### src/rtl/mem_disp_pkg.sv
// Shared glyph codes, FSM state type and nibble helper for the memory status display.
package mem_disp_pkg;

  localparam logic [4:0] GLYPH_R     = 5'd16;
  localparam logic [4:0] GLYPH_D     = 5'd17;
  localparam logic [4:0] GLYPH_T     = 5'd18;
  localparam logic [4:0] GLYPH_US    = 5'd19;
  localparam logic [4:0] GLYPH_DASH  = 5'd20;
  localparam logic [4:0] GLYPH_N     = 5'd21;
  localparam logic [4:0] GLYPH_BLANK = 5'd31;

  typedef enum logic [1:0] {
    ST_IDLE    = 2'd0,
    ST_RD_WAIT = 2'd1,
    ST_SHOW    = 2'd2
  } state_e;

  function automatic logic [4:0] nib_glyph(input logic [3:0] nib);
    return {1'b0, nib};
  endfunction

endpackage

### src/rtl/mem_disp_ctrl.sv
// Snoops memory transactions and holds a six-digit glyph-code status view;
// times out unanswered reads and keeps a saturating timeout count.
module mem_disp_ctrl
  import mem_disp_pkg::*;
#(
  parameter int unsigned TIMEOUT_CYC = 255,
  parameter int unsigned HOLD_CYC    = 50_000_000
) (
  input  logic       clk,
  input  logic       rst_n,
  input  logic       req_valid,
  input  logic       req_write,
  input  logic [7:0] req_addr,
  input  logic [7:0] req_wdata,
  output logic       req_ready,
  input  logic       rsp_valid,
  input  logic [7:0] rsp_rdata,
  output logic [4:0] hex5_code,
  output logic [4:0] hex4_code,
  output logic [4:0] hex3_code,
  output logic [4:0] hex2_code,
  output logic [4:0] hex1_code,
  output logic [4:0] hex0_code,
  output logic [7:0] timeout_cnt
);

  localparam int WAIT_W = (TIMEOUT_CYC > 1) ? $clog2(TIMEOUT_CYC) : 1;
  localparam int HOLD_W = (HOLD_CYC > 1) ? $clog2(HOLD_CYC) : 1;
  localparam logic [WAIT_W-1:0] WAIT_LAST = WAIT_W'(TIMEOUT_CYC - 1);
  localparam logic [HOLD_W-1:0] HOLD_LAST = HOLD_W'(HOLD_CYC - 1);

  state_e            state_q, state_d;
  logic [5:0][4:0]   disp_q, disp_d;
  logic [WAIT_W-1:0] wait_q, wait_d;
  logic [HOLD_W-1:0] hold_q, hold_d;
  logic [7:0]        to_q, to_d;
  logic              accept;

  assign req_ready = (state_q != ST_RD_WAIT);
  assign accept    = req_valid && req_ready;

  always_comb begin
    state_d = state_q;
    disp_d  = disp_q;
    wait_d  = wait_q;
    hold_d  = hold_q;
    to_d    = to_q;

    if (accept) begin
      // A new request preempts whatever IDLE or SHOW was doing.
      disp_d[3] = nib_glyph(req_addr[7:4]);
      disp_d[2] = nib_glyph(req_addr[3:0]);
      if (req_write) begin
        disp_d[5] = GLYPH_T;
        disp_d[4] = GLYPH_BLANK;
        disp_d[1] = nib_glyph(req_wdata[7:4]);
        disp_d[0] = nib_glyph(req_wdata[3:0]);
        state_d   = ST_SHOW;
        hold_d    = '0;
      end else begin
        disp_d[5] = GLYPH_R;
        disp_d[4] = GLYPH_D;
        disp_d[1] = GLYPH_US;
        disp_d[0] = GLYPH_US;
        state_d   = ST_RD_WAIT;
        wait_d    = '0;
      end
    end else begin
      case (state_q)
        ST_RD_WAIT: begin
          // Response wins over a timeout landing on the same edge.
          if (rsp_valid) begin
            disp_d[1] = nib_glyph(rsp_rdata[7:4]);
            disp_d[0] = nib_glyph(rsp_rdata[3:0]);
            state_d   = ST_SHOW;
            hold_d    = '0;
          end else if (wait_q == WAIT_LAST) begin
            disp_d[1] = GLYPH_N;
            disp_d[0] = GLYPH_N;
            if (to_q != 8'hFF) to_d = to_q + 8'd1;
            state_d   = ST_SHOW;
            hold_d    = '0;
          end else begin
            wait_d = wait_q + WAIT_W'(1);
          end
        end
        ST_SHOW: begin
          if (hold_q == HOLD_LAST) begin
            disp_d  = {6{GLYPH_DASH}};
            state_d = ST_IDLE;
          end else begin
            hold_d = hold_q + HOLD_W'(1);
          end
        end
        default: ;
      endcase
    end
  end

  always_ff @(posedge clk or negedge rst_n) begin
    if (!rst_n) begin
      state_q <= ST_IDLE;
      disp_q  <= {6{GLYPH_DASH}};
      wait_q  <= '0;
      hold_q  <= '0;
      to_q    <= '0;
    end else begin
      state_q <= state_d;
      disp_q  <= disp_d;
      wait_q  <= wait_d;
      hold_q  <= hold_d;
      to_q    <= to_d;
    end
  end

  assign hex5_code   = disp_q[5];
  assign hex4_code   = disp_q[4];
  assign hex3_code   = disp_q[3];
  assign hex2_code   = disp_q[2];
  assign hex1_code   = disp_q[1];
  assign hex0_code   = disp_q[0];
  assign timeout_cnt = to_q;

endmodule

### config.mk
export PLATFORM = sky130hd
export DESIGN_NAME = mem_disp_ctrl
export DESIGN_NICKNAME = d
export VERILOG_FILES = /design/src/rtl/mem_disp_pkg.sv /design/src/rtl/mem_disp_ctrl.sv
export SDC_FILE = /design/constraint.sdc
export NUM_CORES = 1
export LEC_CHECK = 0
export CAP_MARGIN = 10
export CORE_UTILIZATION = 52
export CTS_CLUSTER_DIAMETER = 40
export DETAILED_ROUTE_END_ITERATION = 10
export PLACE_DENSITY = 0.8
export SLEW_MARGIN = 40
export SYNTH_ARGS = -nofsm -noshare
export SYNTH_HDL_FRONTEND = slang
export SYNTH_SLANG_ARGS = --single-unit
### constraint.sdc
create_clock -name clk -period 2.4 [get_ports clk]
set_input_delay 0.72 -clock clk [delete_from_list [all_inputs] [get_ports clk]]
set_output_delay 0.72 -clock clk [all_outputs]
set_load 0.05 [all_outputs]
==> impl_summary.txt, run 1 <==
----------------------------------------------------
[Outcome]
  Result of the run ... finished with violations
  Failing checks ... DRC

[Routing]
  Initial DRC count ... 206
  Routed wire length per instance ... 17.7 µm
  Detail-routed via count per cell ... 6.21
  Number of iterations in the first detailed-routing pass ... 8
  Total vias in the final route ... 3187
  Overall routed net length ... 9.08 mm
  DRC violation count after routing ... 13
  DRT antenna net count ... 0

[Final layout]
  Antenna cells ... 0
  Fraction of layout instances using a drive strength above 1 ... 18.3%
  Layout fillers ... 469
  Multi-input gate area in the final layout ... 1720 µm²
  Post-route cell area ... 4550 µm²
  Layout overhead on the synthesized area ... 29.1%
  Nets ... 464
  Sequential standard cell area ... 1640 µm²

[Critical path]
  Critical path depth in cells ... 1
  Data required time at the worst endpoint ... 1680 ps
  Capturing point of the worst reg2reg path ... hex3_code[1]
  Cell family contributing the most delay on the critical path ... buffers and inverters
  Critical path type ... reg2out
  Startpoint of the most critical setup path ... timeout_cnt[3]
  Max stage delay cell, worst path ... clkdlybuf4s50_1
  Critical-path maximum fanout ... 6
  Number of cells on the worst reg-to-reg path ... 6
  CP Cell Sequence ... clkdlybuf4s50_1
  Critical path endpoint ... timeout_cnt[3]
  Worst reg2reg setup slack ... 230 ps
  Source of the worst register-to-register timing path ... hold_q[1]
  Crit path buffers/inverters ... 1
  Worst path arrival time ... 1640 ps
  Setup crit end kind ... output port
  Slowest stage delay, CP ... 840 ps
  Startpoint class of the critical path ... register

[Logic synthesis]
  Most instantiated flip-flop cell in the synthesis netlist ... dfrtp_1
  Async S/R FF share, synth ... 100%
  Area fraction in and, or, nand and nor cells after synthesis ... 20.4%
  Combinational family with the most area after synthesis ... simple AND/OR/NAND/NOR gates
  Share of synthesized area spent on multiplexers ... 4.05%
  Warnings, synthesis ... 0
  Cells after synthesis ... 353
  Library cell with the largest summed area after synthesis ... dfrtp_1
  Post-Synthesis Mean Instance Area ... 9.99 µm²
  Post-synthesis instance area ... 3530 µm²
  Post-Synth XOR/XNOR Area ... 2.24%
  Adder and majority gate portion of the synthesized area ... 1.42%
  Share of the synthesized area in compound gates (AO/OA/AOI/OAI) ... 20.2%
  Sequential-to-total area share from yosys stat ... 46.4%
  Most frequently used cell type in the post-synthesis netlist ... dfrtp_1
  Most common library cells after synthesis ... 58 x dfrtp_1, 26 x nand2_1, 24 x o21ai_0
  Area share of the largest cell type after synthesis ... 41.2%
  Area contributors post-synth ... dfrtp_1 41%, dfstp_2 5.2%, o21ai_0 3.4%, mux2_4 3.4%, a21oi_1 3.3%
  Synth Register Bits ... 65
  Number of enable flip-flop cells after synthesis ... 0
  Count of distinct cell types in the synthesized netlist ... 57

[Clocking]
  Clock tree from TritonCTS ... built
  Clock input transition at the sequential cells of the worst setup and hold paths ... 80 ps
  Number of buffers between clock root and the deepest sink ... 2
  Latest clock arrival within the worst-skew pair ... 350 ps
  H-tree depth ... 3
  Master cell of the clock root buffer ... clkbuf_8
  CTS sink count ... 65
  Buffers inserted by post-CTS timing repair ... 0
  Total CTS buffers ... 9
  Hold buffers post-CTS ... 0

[STA]
  Post-route minimum period ... 2360 ps
  Number of setup violations in the final report ... 0
  Fmax ... 424 MHz
  Final number of hold-violating endpoints ... 0
  Total count of max-transition violations in the final report ... 0
  Worst slew margin ... 60.5%
  Actual transition at the worst max-transition pin ... 591 ps
  Unrepaired setup endpoints after global routing ... false
  Post-route fraction of the period consumed by the critical path ... 98.2%
  Setup Skew ... 11.5 ps

[Power and ir drop]
  PnR Total Power ... 4.54 mW
  Areal power density over the cells ... 998 nW/µm²
  Cell leakage power ... 2.02 nW
  Max IR drop VDD ... 0.411 mV

[Die]
  Row cnt ... 29
  Effective utilization at floorplan ... 54.6%
  Height of the chip ... 84.3 µm
  Total Die Area ... 7110 µm²
  Top-level port count ... 68
  Width of the die ... 84.3 µm
  Core footprint ... 6460 µm²

[Global routing]
  First-pass GRT wire length ... 15.0 mm
  Maximum number of pins on one net before global-route repair ... 54
  Global-route congestion overflow total ... 0
  Number of antenna violations at the first check in global routing ... 0
  Vias in the first global route ... 2983
  Global-route total usage across every layer ... 27.1%

[Placement]
  RePlAce Congestion ... 0.883
  Count of buffers from port buffering ... 63
  Detailed placer's ending HPWL ... 6.35 mm
  Post-DP Area ... 4310 µm²

[Min path]
  Type of the worst min-delay path ... in2async

[Run]
  Number of max-capacitance violations reported ... 0

----------------------------------------------------
==> flip-flops by register name, indices dropped and copies added (netlist names) <==
register     cells
hex0_code        5
hex1_code        4
hex2_code        5
hex3_code        4
hex4_code        2
hex5_code        1
hold_q          26
state_q          2
timeout_cnt      8
wait_q           8
==> worst min path at each step <==
stage,startpoint,endpoint
2_1_floorplan,rst_n,hex0_code[0]
4_1_cts,rst_n,timeout_cnt[6]
3_3_place_gp,hold_q[15],hold_q[15]
5_1_grt,rst_n,timeout_cnt[6]
3_5_place_dp,hold_q[15],hold_q[15]
6_report,rst_n,timeout_cnt[6]
==> power breakdown <==
| part | leakage, nW | switching (mW) | internal, mW |
|---|---|---|---|
| logic | 1.06 | 1.16 | 0.763 |
| registers | 0.846 | 0.168 | 1.32 |
| clock network | 0.115 | 0.446 | 0.689 |
==> layout make-up <==
type	instances	area share, %
clock buffer	9	2.72
clock inverter	7	2.61
inverter	7	0.577
multi-input combinational	258	37.7
sequential	65	35.9
tap	77	2.12
timing repair buffer	90	18.3
==> kinds of logic after synthesis <==
| kind of cell | count (synthesis) |
|---|---|
| flip-flops | 65 |
| XOR/XNOR | 9 |
| buffers and inverters | 32 |
| adder cells (fa/ha/maj) | 4 |
| AND/OR/NAND/NOR | 123 |
| other | 2 |
| AO/OA/AOI/OAI | 108 |
| multiplexers | 10 |
==> timing repair <==
action	CTS	global route
gates resized for setup	5	1
endpoints found under the setup margin	5	1
pin swaps	0	0
==> per-layer routing <==
layer  vias to the layer above  wire [µm]  global-route usage (%)
met2                       149       4220                    43.7
met3                        20        757                    5.70
li1                       1480          -                       -
met1                      1538       3950                    37.0
met5                         -          0                       0
met4                         0        161                    8.63
==> stage by stage <==
stage | std cells | util [%] | hold WS [ps] | worst slack (ps) | setup TNS, ps
2_1_floorplan | 355 | - | 424 | 238 | 0
3_3_place_gp | 497 | 66.8 | 474 | -90.9 | -940
3_5_place_dp | 497 | 66.8 | 479 | -113 | -1550
4_1_cts | 513 | 70.4 | 265 | 32.0 | 0
5_1_grt | 513 | 70.5 | 277 | 0.211 | 0
6_report | 513 | 70.5 | 256 | 42.5 | 0
==> layout by cell type, fill, tap and decap left out, drive strengths merged, types with 10 or more instances in the layout <==
master / Yosys / routed
nand3: 19 / 19
o21ai: 26 / 26
nor2: 15 / 15
dfrtp: 58 / 58
a21oi: 24 / 24
nand4: 12 / 12
mux2: 10 / 10
nand2: 27 / 27
a31oi: 17 / 17
buf: 19 / 34
clkdlybuf4s50: 0 / 50
No activity file was read; power rests on OpenSTA's default activity.
==> inputs of run 2 (changes only) <==
--- a/config.mk
+++ b/config.mk
@@ -9,7 +9,9 @@
 export CORE_UTILIZATION = 52
 export CTS_CLUSTER_DIAMETER = 40
 export DETAILED_ROUTE_END_ITERATION = 10
+export MAX_ROUTING_LAYER = met4
 export PLACE_DENSITY = 0.8
+export REMOVE_ABC_BUFFERS = 1
 export SLEW_MARGIN = 40
 export SYNTH_ARGS = -nofsm -noshare
 export SYNTH_HDL_FRONTEND = slang
==> run 2 against run 1 <==
  * Wire length fell by 2.0%
  * Count of clock-buffer cells in the layout rose by 1
  * Global-route usage up 0.28 points
  * The run still ends with DRC left
  * Power shrank 4.7%
  * Non-clock buffer count decreased by 2
  * Largest power group unchanged
  * Die area stayed put
==> impl_summary.txt, run 2 (synthesis gave the netlist of run 1 again) <==
----------------------------------------------------
[Outcome]
  Result of the run ... finished with violations (unchanged)
  Failing checks ... DRC (unchanged)

[Critical path]
  Data required time at the worst endpoint ... 1680 ps (about the same)
  Number of cells on the worst reg-to-reg path ... 6 (unchanged)
  Source of the worst register-to-register timing path ... hold_q[0] (was hold_q[1])
  Critical path type ... reg2out (unchanged)
  Setup crit end kind ... output port (unchanged)
  Cell family contributing the most delay on the critical path ... buffers and inverters (unchanged)
  Max stage delay cell, worst path ... clkdlybuf4s50_1 (unchanged)
  Startpoint class of the critical path ... register (unchanged)
  CP Cell Sequence ... clkdlybuf4s50_1 (unchanged)
  Critical-path maximum fanout ... 2 (was 6)
  Capturing point of the worst reg2reg path ... hex2_code[3] (was hex3_code[1])
  Slowest stage delay, CP ... 790 ps (was 840 ps)
  Worst path arrival time ... 1660 ps (was 1640 ps)
  Worst reg2reg setup slack ... 150 ps (was 230 ps)
  Crit path buffers/inverters ... 1 (unchanged)

[Clocking]
  Clock tree from TritonCTS ... built (unchanged)
  Clock input transition at the sequential cells of the worst setup and hold paths ... 80 ps (about the same)
  Master cell of the clock root buffer ... clkbuf_8 (unchanged)
  H-tree depth ... 3 (unchanged)
  Total CTS buffers ... 9 (unchanged)
  Hold buffers post-CTS ... 0 (unchanged)
  CTS sink count ... 65 (unchanged)
  Latest clock arrival within the worst-skew pair ... 350 ps (about the same)
  Number of buffers between clock root and the deepest sink ... 2 (unchanged)

[Run]
  Number of max-capacitance violations reported ... 0 (unchanged)

[STA]
  Actual transition at the worst max-transition pin ... 536 ps (was 591 ps)
  Fmax ... 420 MHz (was 424 MHz)
  Post-route minimum period ... 2380 ps (was 2360 ps)
  Post-route fraction of the period consumed by the critical path ... 99.2% (was 98.2%)
  Final number of hold-violating endpoints ... 0 (unchanged)
  Total count of max-transition violations in the final report ... 0 (unchanged)
  Unrepaired setup endpoints after global routing ... false (unchanged)
  Worst slew margin ... 64.2% (was 60.5%)
  Number of setup violations in the final report ... 0 (unchanged)
  Setup Skew ... 12.6 ps (was 11.5 ps)
  Hold slack final ... 356 ps (was 256 ps)

[Min path]
  Type of the worst min-delay path ... in2async (unchanged)

[Power and ir drop]
  Max IR drop VDD ... 0.453 mV (was 0.411 mV)
  Areal power density over the cells ... 959 nW/µm² (was 998 nW/µm²)
  Cell leakage power ... 2.02 nW (about the same)

[Die]
  Height of the chip ... 84.3 µm (unchanged)
  Width of the die ... 84.3 µm (unchanged)
  Total Die Area ... 7110 µm² (unchanged)
  Row cnt ... 29 (unchanged)
  Effective utilization at floorplan ... 54.6% (unchanged)
  Top-level port count ... 68 (unchanged)
  Core footprint ... 6460 µm² (unchanged)

[Routing]
  Total vias in the final route ... 3162 (was 3187)
  Number of iterations in the first detailed-routing pass ... 8 (unchanged)
  DRT antenna net count ... 0 (unchanged)
  Overall routed net length ... 8.90 mm (was 9.08 mm)
  Routed wire length per instance ... 17.4 µm (was 17.7 µm)
  DRC violation count after routing ... 13 (unchanged)
  Initial DRC count ... 281 (was 206)
  Detail-routed via count per cell ... 6.19 (was 6.21)

[Final layout]
  Largest register by flop count ... hold_q (unchanged)
  Multi-input gate area in the final layout ... 1720 µm² (unchanged)
  Antenna cells ... 0 (unchanged)
  Nets ... 462 (was 464)
  Layout overhead on the synthesized area ... 27.9% (was 29.1%)
  Commonest cells after routing, fill and taps aside ... 58 x dfrtp_1, 50 x clkdlybuf4s50_1, 26 x nand2_1, 26 x buf_4 (was 58 x dfrtp_1, 50 x clkdlybuf4s50_1, 31 x buf_4)
  Fraction of layout instances using a drive strength above 1 ... 17.3% (was 18.3%)
  Layout fillers ... 470 (was 469)
  Largest register FFs ... 26 (unchanged)
  Number of non-filler instances in the completed layout ... 511 (was 513)
  Most common library cell in the layout ignoring fill and taps ... dfrtp_1 (unchanged)
  Sequential standard cell area ... 1640 µm² (unchanged)

[Global routing]
  Grt met2 use ... 40.9% (was 43.7%)
  Vias in the first global route ... 3028 (was 2983)
  Global-route total usage across every layer ... 27.4% (was 27.1%)
  GR met1 Demand/Resource ... 37.3% (was 37.0%)
  Routing layer with the top usage in global route ... met2 (unchanged)
  Maximum number of pins on one net before global-route repair ... 66 (was 54)
  Number of antenna violations at the first check in global routing ... 0 (unchanged)
  First-pass GRT wire length ... 14.9 mm (was 15.0 mm)
  Met3 Resource Use GR ... 5.31% (was 5.70%)
  Global-route congestion overflow total ... 0 (unchanged)

[Placement]
  Number of cells in the design after placement ... 495 (was 497)
  Count of buffers from port buffering ... 63 (unchanged)
  RePlAce Congestion ... 0.924 (was 0.883)
  Detailed placer's ending HPWL ... 6.33 mm (was 6.35 mm)

----------------------------------------------------
[run 2: power by group]
part	internal, mW	switching (mW)	total [mW]
Clock	0.483	0.448	0.931
Sequential	1.32	0.168	1.49
Combinational	0.767	1.14	1.91
Total	2.57	1.76	4.33
[run 2: cell type report]
type                       count  area share, %
timing repair buffer          88           18.7
sequential                    65           36.3
multi-input combinational    258           38.0
tap                           77           2.14
clock buffer                  10           2.83
clock inverter                 6           1.50
inverter                       7          0.583
[run 2: timing repair]
action                     CTS  global route
gates resized for setup      5             4
setup endpoints to repair    5             6
pin swaps                    0             0
buffers inserted             0             0
[run 2: per-layer routing]
| metal | up-vias | share of wire, % |
|---|---|---|
| met5 | - | 0 |
| met4 | 0 | 1.9 |
| met3 | 19 | 7.6 |
| met2 | 153 | 45 |
| met1 | 1518 | 45 |
| li1 | 1472 | - |
[run 2: per-stage QoR]
step | area, µm² | util (%) | total power, mW | setup slack, ps | TNS [ps]
6_report | 4510 | 69.8 | 4.33 | 20.2 | 0
3_5_place_dp | 4310 | 66.8 | 3.43 | -92.6 | -931
5_1_grt | 4510 | 69.8 | 4.52 | 1.76 | 0
2_1_floorplan | 3380 | - | 2.65 | 337 | 0
3_3_place_gp | 4310 | 66.8 | 3.37 | -74.9 | -736
4_1_cts | 4500 | 69.7 | 4.33 | 1.24 | 0
[run 2: how the worst max path moves through the flow]
| stage | startpoint | cells past startpoint | slack [ps] | end |
|---|---|---|---|---|
| 2_1_floorplan | hold_q[0] | 6 | 340 | hex0_code[0] |
| 3_3_place_gp | rsp_valid | 6 | -70 | wait_q[3] |
| 3_5_place_dp | rsp_valid | 6 | -90 | wait_q[3] |
| 4_1_cts | hex2_code[2] | 1 | 1 | hex2_code[2] |
| 5_1_grt | timeout_cnt[4] | 1 | 2 | timeout_cnt[4] |
| 6_report | hex3_code[2] | 1 | 20 | hex3_code[2] |
==> inputs of run 3 (changes only) <==
--- a/config.mk
+++ b/config.mk
@@ -5,12 +5,13 @@
 export SDC_FILE = /design/constraint.sdc
 export NUM_CORES = 1
 export LEC_CHECK = 0
+export ABC_AREA = 1
 export CAP_MARGIN = 10
-export CORE_UTILIZATION = 52
+export CORE_UTILIZATION = 54
 export CTS_CLUSTER_DIAMETER = 40
 export DETAILED_ROUTE_END_ITERATION = 10
 export MAX_ROUTING_LAYER = met4
-export PLACE_DENSITY = 0.8
+export PLACE_DENSITY = 0.81
 export REMOVE_ABC_BUFFERS = 1
 export SLEW_MARGIN = 40
 export SYNTH_ARGS = -nofsm -noshare
==> run 3 against run 2 <==
  * First-iteration DRC count fell by 21%
  * Clock power grew 5.9%
  * Synthesized cell count grew 57%
  * Count of clock-buffer cells in the layout rose by 1
  * Largest power group unchanged
  * Largest cell class unchanged
  * Critical path depth stayed put
  * Utilization shrank 2.0 points
  * Global-route usage decreased by 1.3 points
  * The run now ends clean
  * Cell count grew 41%
==> impl_summary.txt, run 3 <==
----------------------------------------------------
[Placement]
  Detailed placer's ending HPWL ... 6.72 mm (was 6.33 mm)
  RePlAce Congestion ... 0.903 (was 0.924)
  Count of buffers from port buffering ... 63 (unchanged)
  Post-placement worst setup slack ... 188 ps (was -92.6 ps)
  Post-DP Area ... 4690 µm² (was 4310 µm²)
  Number of cells in the design after placement ... 704 (was 495)

[Logic synthesis]
  Share of the synthesized area in compound gates (AO/OA/AOI/OAI) ... 6.54% (was 20.2%)
  Sequential-to-total area share from yosys stat ... 40.7% (was 46.4%)
  Adder and majority gate portion of the synthesized area ... 1.25% (was 1.42%)
  Most frequently used cell type in the post-synthesis netlist ... nand2_1 (was dfrtp_1)
  Most common library cells after synthesis ... 192 x nand2_1, 60 x nand3_1, 58 x dfrtp_1 (was 58 x dfrtp_1, 26 x nand2_1, 24 x o21ai_0)
  Area fraction in and, or, nand and nor cells after synthesis ... 40.0% (was 20.4%)
  Share of synthesized area spent on multiplexers ... 0% (was 4.05%)
  Async S/R FF share, synth ... 100% (unchanged)
  Library cell with the largest summed area after synthesis ... dfrtp_1 (unchanged)
  Post-synthesis instance area ... 4020 µm² (was 3530 µm²)
  Area contributors post-synth ... dfrtp_1 36%, nand2_1 18%, nand3_1 7.5%, nor2_1 5.0%, dfstp_2 4.6% (was dfrtp_1 41%, dfstp_2 5.2%, o21ai_0 3.4%, mux2_4 3.4%, a21oi_1 3.3%)
  Synth Register Bits ... 65 (unchanged)
  Cells after synthesis ... 553 (was 353)
  Most instantiated flip-flop cell in the synthesis netlist ... dfrtp_1 (unchanged)
  Warnings, synthesis ... 0 (unchanged)
  Combinational family with the most area after synthesis ... simple AND/OR/NAND/NOR gates (unchanged)
  Area share of the largest cell type after synthesis ... 36.1% (was 41.2%)
  Count of distinct cell types in the synthesized netlist ... 35 (was 57)
  Post-Synthesis Mean Instance Area ... 7.27 µm² (was 9.99 µm²)
  Post-Synth XOR/XNOR Area ... 2.83% (was 2.24%)
  Number of enable flip-flop cells after synthesis ... 0 (unchanged)

[Critical path]
  Number of cells on the worst reg-to-reg path ... 8 (was 6)
  Setup crit end kind ... output port (unchanged)
  Data required time at the worst endpoint ... 1680 ps (about the same)
  CP Cell Sequence ... clkdlybuf4s50_1 (unchanged)
  Source of the worst register-to-register timing path ... hold_q[0] (unchanged)
  Crit path buffers/inverters ... 1 (unchanged)
  Worst path arrival time ... 1630 ps (was 1660 ps)
  Critical-path maximum fanout ... 5 (was 2)
  Capturing point of the worst reg2reg path ... state_q[0] (was hex2_code[3])
  Cell family contributing the most delay on the critical path ... buffers and inverters (unchanged)
  Slowest stage delay, CP ... 840 ps (was 790 ps)
  Startpoint class of the critical path ... register (unchanged)
  Max stage delay cell, worst path ... clkdlybuf4s50_1 (unchanged)
  Critical path type ... reg2out (unchanged)
  Worst reg2reg setup slack ... 310 ps (was 150 ps)

[Global routing]
  Global-route total usage across every layer ... 26.1% (was 27.4%)
  Maximum number of pins on one net before global-route repair ... 31 (was 66)
  Vias in the first global route ... 3503 (was 3028)
  Global-route congestion overflow total ... 0 (unchanged)
  First-pass GRT wire length ... 15.3 mm (was 14.9 mm)
  Number of antenna violations at the first check in global routing ... 0 (unchanged)

[STA]
  Fmax ... 425 MHz (was 420 MHz)
  Post-route fraction of the period consumed by the critical path ... 98.0% (was 99.2%)
  Worst slew margin ... 64.5% (was 64.2%)
  Number of setup violations in the final report ... 0 (unchanged)
  Total count of max-transition violations in the final report ... 0 (unchanged)
  Hold slack final ... 349 ps (was 356 ps)
  Setup Total Neg Slack ... 0 ps (unchanged)
  Post-route minimum period ... 2350 ps (was 2380 ps)
  Unrepaired setup endpoints after global routing ... false (unchanged)
  Actual transition at the worst max-transition pin ... 532 ps (was 536 ps)
  Final number of hold-violating endpoints ... 0 (unchanged)
  Setup Skew ... 12.4 ps (was 12.6 ps)
  Min setup slack post-route ... 48.7 ps (was 20.2 ps)

[Clocking]
  H-tree depth ... 3 (unchanged)
  Clock input transition at the sequential cells of the worst setup and hold paths ... 80 ps (about the same)
  Clock tree from TritonCTS ... built (unchanged)
  Latest clock arrival within the worst-skew pair ... 350 ps (about the same)
  Total CTS buffers ... 9 (unchanged)
  CTS sink count ... 65 (unchanged)
  Hold buffers post-CTS ... 0 (unchanged)
  Master cell of the clock root buffer ... clkbuf_8 (unchanged)
  Number of buffers between clock root and the deepest sink ... 2 (unchanged)
  Buffers inserted by post-CTS timing repair ... 0 (unchanged)

[Final layout]
  Fraction of layout instances using a drive strength above 1 ... 13.4% (was 17.3%)
  Largest register FFs ... 26 (unchanged)
  Sequential standard cell area ... 1640 µm² (unchanged)
  Layout overhead on the synthesized area ... 21.8% (was 27.9%)
  Layout fillers ... 607 (was 470)
  Commonest cells after routing, fill and taps aside ... 192 x nand2_1, 60 x nand3_1, 58 x dfrtp_1 (was 58 x dfrtp_1, 50 x clkdlybuf4s50_1, 26 x nand2_1, 26 x buf_4)
  Antenna cells ... 0 (unchanged)
  Nets ... 649 (was 462)
  Most common library cell in the layout ignoring fill and taps ... nand2_1 (was dfrtp_1)
  Number of non-filler instances in the completed layout ... 720 (was 511)
  Final core occ ... 67.8% (was 69.8%)
  Largest register by flop count ... hold_q (unchanged)
  Multi-input gate area in the final layout ... 2050 µm² (was 1720 µm²)
  Post-route cell area ... 4890 µm² (was 4510 µm²)

[Outcome]
  Result of the run ... completed (was finished with violations)

[Routing]
  DRC violation count after routing ... 0 (was 13)
  DRT antenna net count ... 0 (unchanged)
  Detail-routed via count per cell ... 5.21 (was 6.19)
  Total vias in the final route ... 3754 (was 3162)
  Number of iterations in the first detailed-routing pass ... 5 (was 8)
  Initial DRC count ... 223 (was 281)
  Routed wire length per instance ... 12.7 µm (was 17.4 µm)
  Overall routed net length ... 9.11 mm (was 8.90 mm)

[Power and ir drop]
  Sw Pwr ... 1.79 mW (was 1.76 mW)
  Areal power density over the cells ... 847 nW/µm² (was 959 nW/µm²)
  Max IR drop VDD ... 0.434 mV (was 0.453 mV)
  Power share of the combinational group ... 41.6% (was 44.1%)
  Total internal power ... 2.36 mW (was 2.57 mW)
  PnR Total Power ... 4.14 mW (was 4.33 mW)
  Power share of the clock group ... 23.8% (was 21.5%)
  Power share of the sequential group ... 34.6% (was 34.3%)
  Cell leakage power ... 2.23 nW (was 2.02 nW)
  Switching Share ... 43.1% (was 40.6%)

[Die]
  Core footprint ... 7210 µm² (was 6460 µm²)
  Total Die Area ... 7790 µm² (was 7110 µm²)
  Top-level port count ... 68 (unchanged)
  Height of the chip ... 88.3 µm (was 84.3 µm)
  Effective utilization at floorplan ... 55.7% (was 54.6%)
  Row cnt ... 31 (was 29)
  Width of the die ... 88.3 µm (was 84.3 µm)

[Min path]
  Type of the worst min-delay path ... in2async (unchanged)

[Run]
  Number of max-capacitance violations reported ... 0 (unchanged)

----------------------------------------------------
==> run 3: cell count changes in the layout (fill, tap and decap cells not counted), moves of 8 or more <==
| cell | previous run | this run |
|---|---|---|
| and3_1 | 9 | 0 |
| nor2_1 | 15 | 53 |
| mux2_4 | 8 | 0 |
| nand2_2 | 1 | 13 |
| a22o_1 | 9 | 0 |
| a21oi_1 | 23 | 5 |
| nand2_1 | 26 | 192 |
| buf_4 | 26 | 11 |
| o21ai_1 | 2 | 11 |
| inv_1 | 7 | 38 |
| nand3_1 | 16 | 60 |
| a21o_1 | 9 | 0 |
| a31oi_1 | 17 | 0 |
==> run 3: worst max path at each step <==
stage | slack [ps] | to | cells past startpoint | from
5_1_grt | 3 | timeout_cnt[4] | 1 | timeout_cnt[4]
2_1_floorplan | 480 | hex4_code[1] | 0 | hex5_code[1]
4_1_cts | 30 | timeout_cnt[2] | 1 | timeout_cnt[2]
3_3_place_gp | 240 | hold_q[15] | 7 | req_write
3_5_place_dp | 190 | hold_q[15] | 9 | rsp_valid
6_report | 50 | timeout_cnt[4] | 1 | timeout_cnt[4]
==> run 3: worst register-to-register path, delay by kind of cell (launching register included) <==
kind	cells	cell delay (ps)
adders and majority gates	1	260
DFF	1	400
and+or+nand+nor	6	910
AOI/OAI and AO/OA	1	400
==> run 3: cell type report <==
| type | count | area share [%] |
|---|---|---|
| Tap cell | 99 | 2.53 |
| Sequential cell | 65 | 33.4 |
| Multi-Input combinational cell | 423 | 41.9 |
| Clock buffer | 11 | 3.09 |
| Timing Repair Buffer | 72 | 14.3 |
| Clock inverter | 5 | 1.25 |
| Inverter | 45 | 3.45 |
==> run 3: what timing repair did <==
action | CTS | global route
gates resized for setup | 7 | 1
pin swaps | 0 | 0
endpoints found under the setup margin | 7 | 1
==> run 3: power groups by stage <==
stage | Sequential [mW] | Clock [mW] | Combinational (mW)
6_report | 1.44 | 0.986 | 1.72
2_1_floorplan | 1.97 | 0 | 0.616
4_1_cts | 1.44 | 1.00 | 1.73
3_3_place_gp | 1.45 | 0 | 1.73
5_1_grt | 1.46 | 1.06 | 1.86
3_5_place_dp | 1.46 | 0 | 1.76
==> run 3: metal layers <==
layer	part of all wire [%]	global-route usage, %	vias up	wire [µm]
met1	47	32.2	1714	4270
li1	-	-	1882	-
met5	0	-	-	0
met4	1.1	9.53	0	98
met2	46	41.9	146	4160
met3	6.5	5.97	12	591
==> run 3: kinds of logic after synthesis <==
| group | Yosys count |
|---|---|
| fa+ha+maj | 4 |
| xor+xnor | 13 |
| buf+inv | 67 |
| other cells | 2 |
| simple gates | 358 |
| compound gates | 44 |
| flops | 65 |
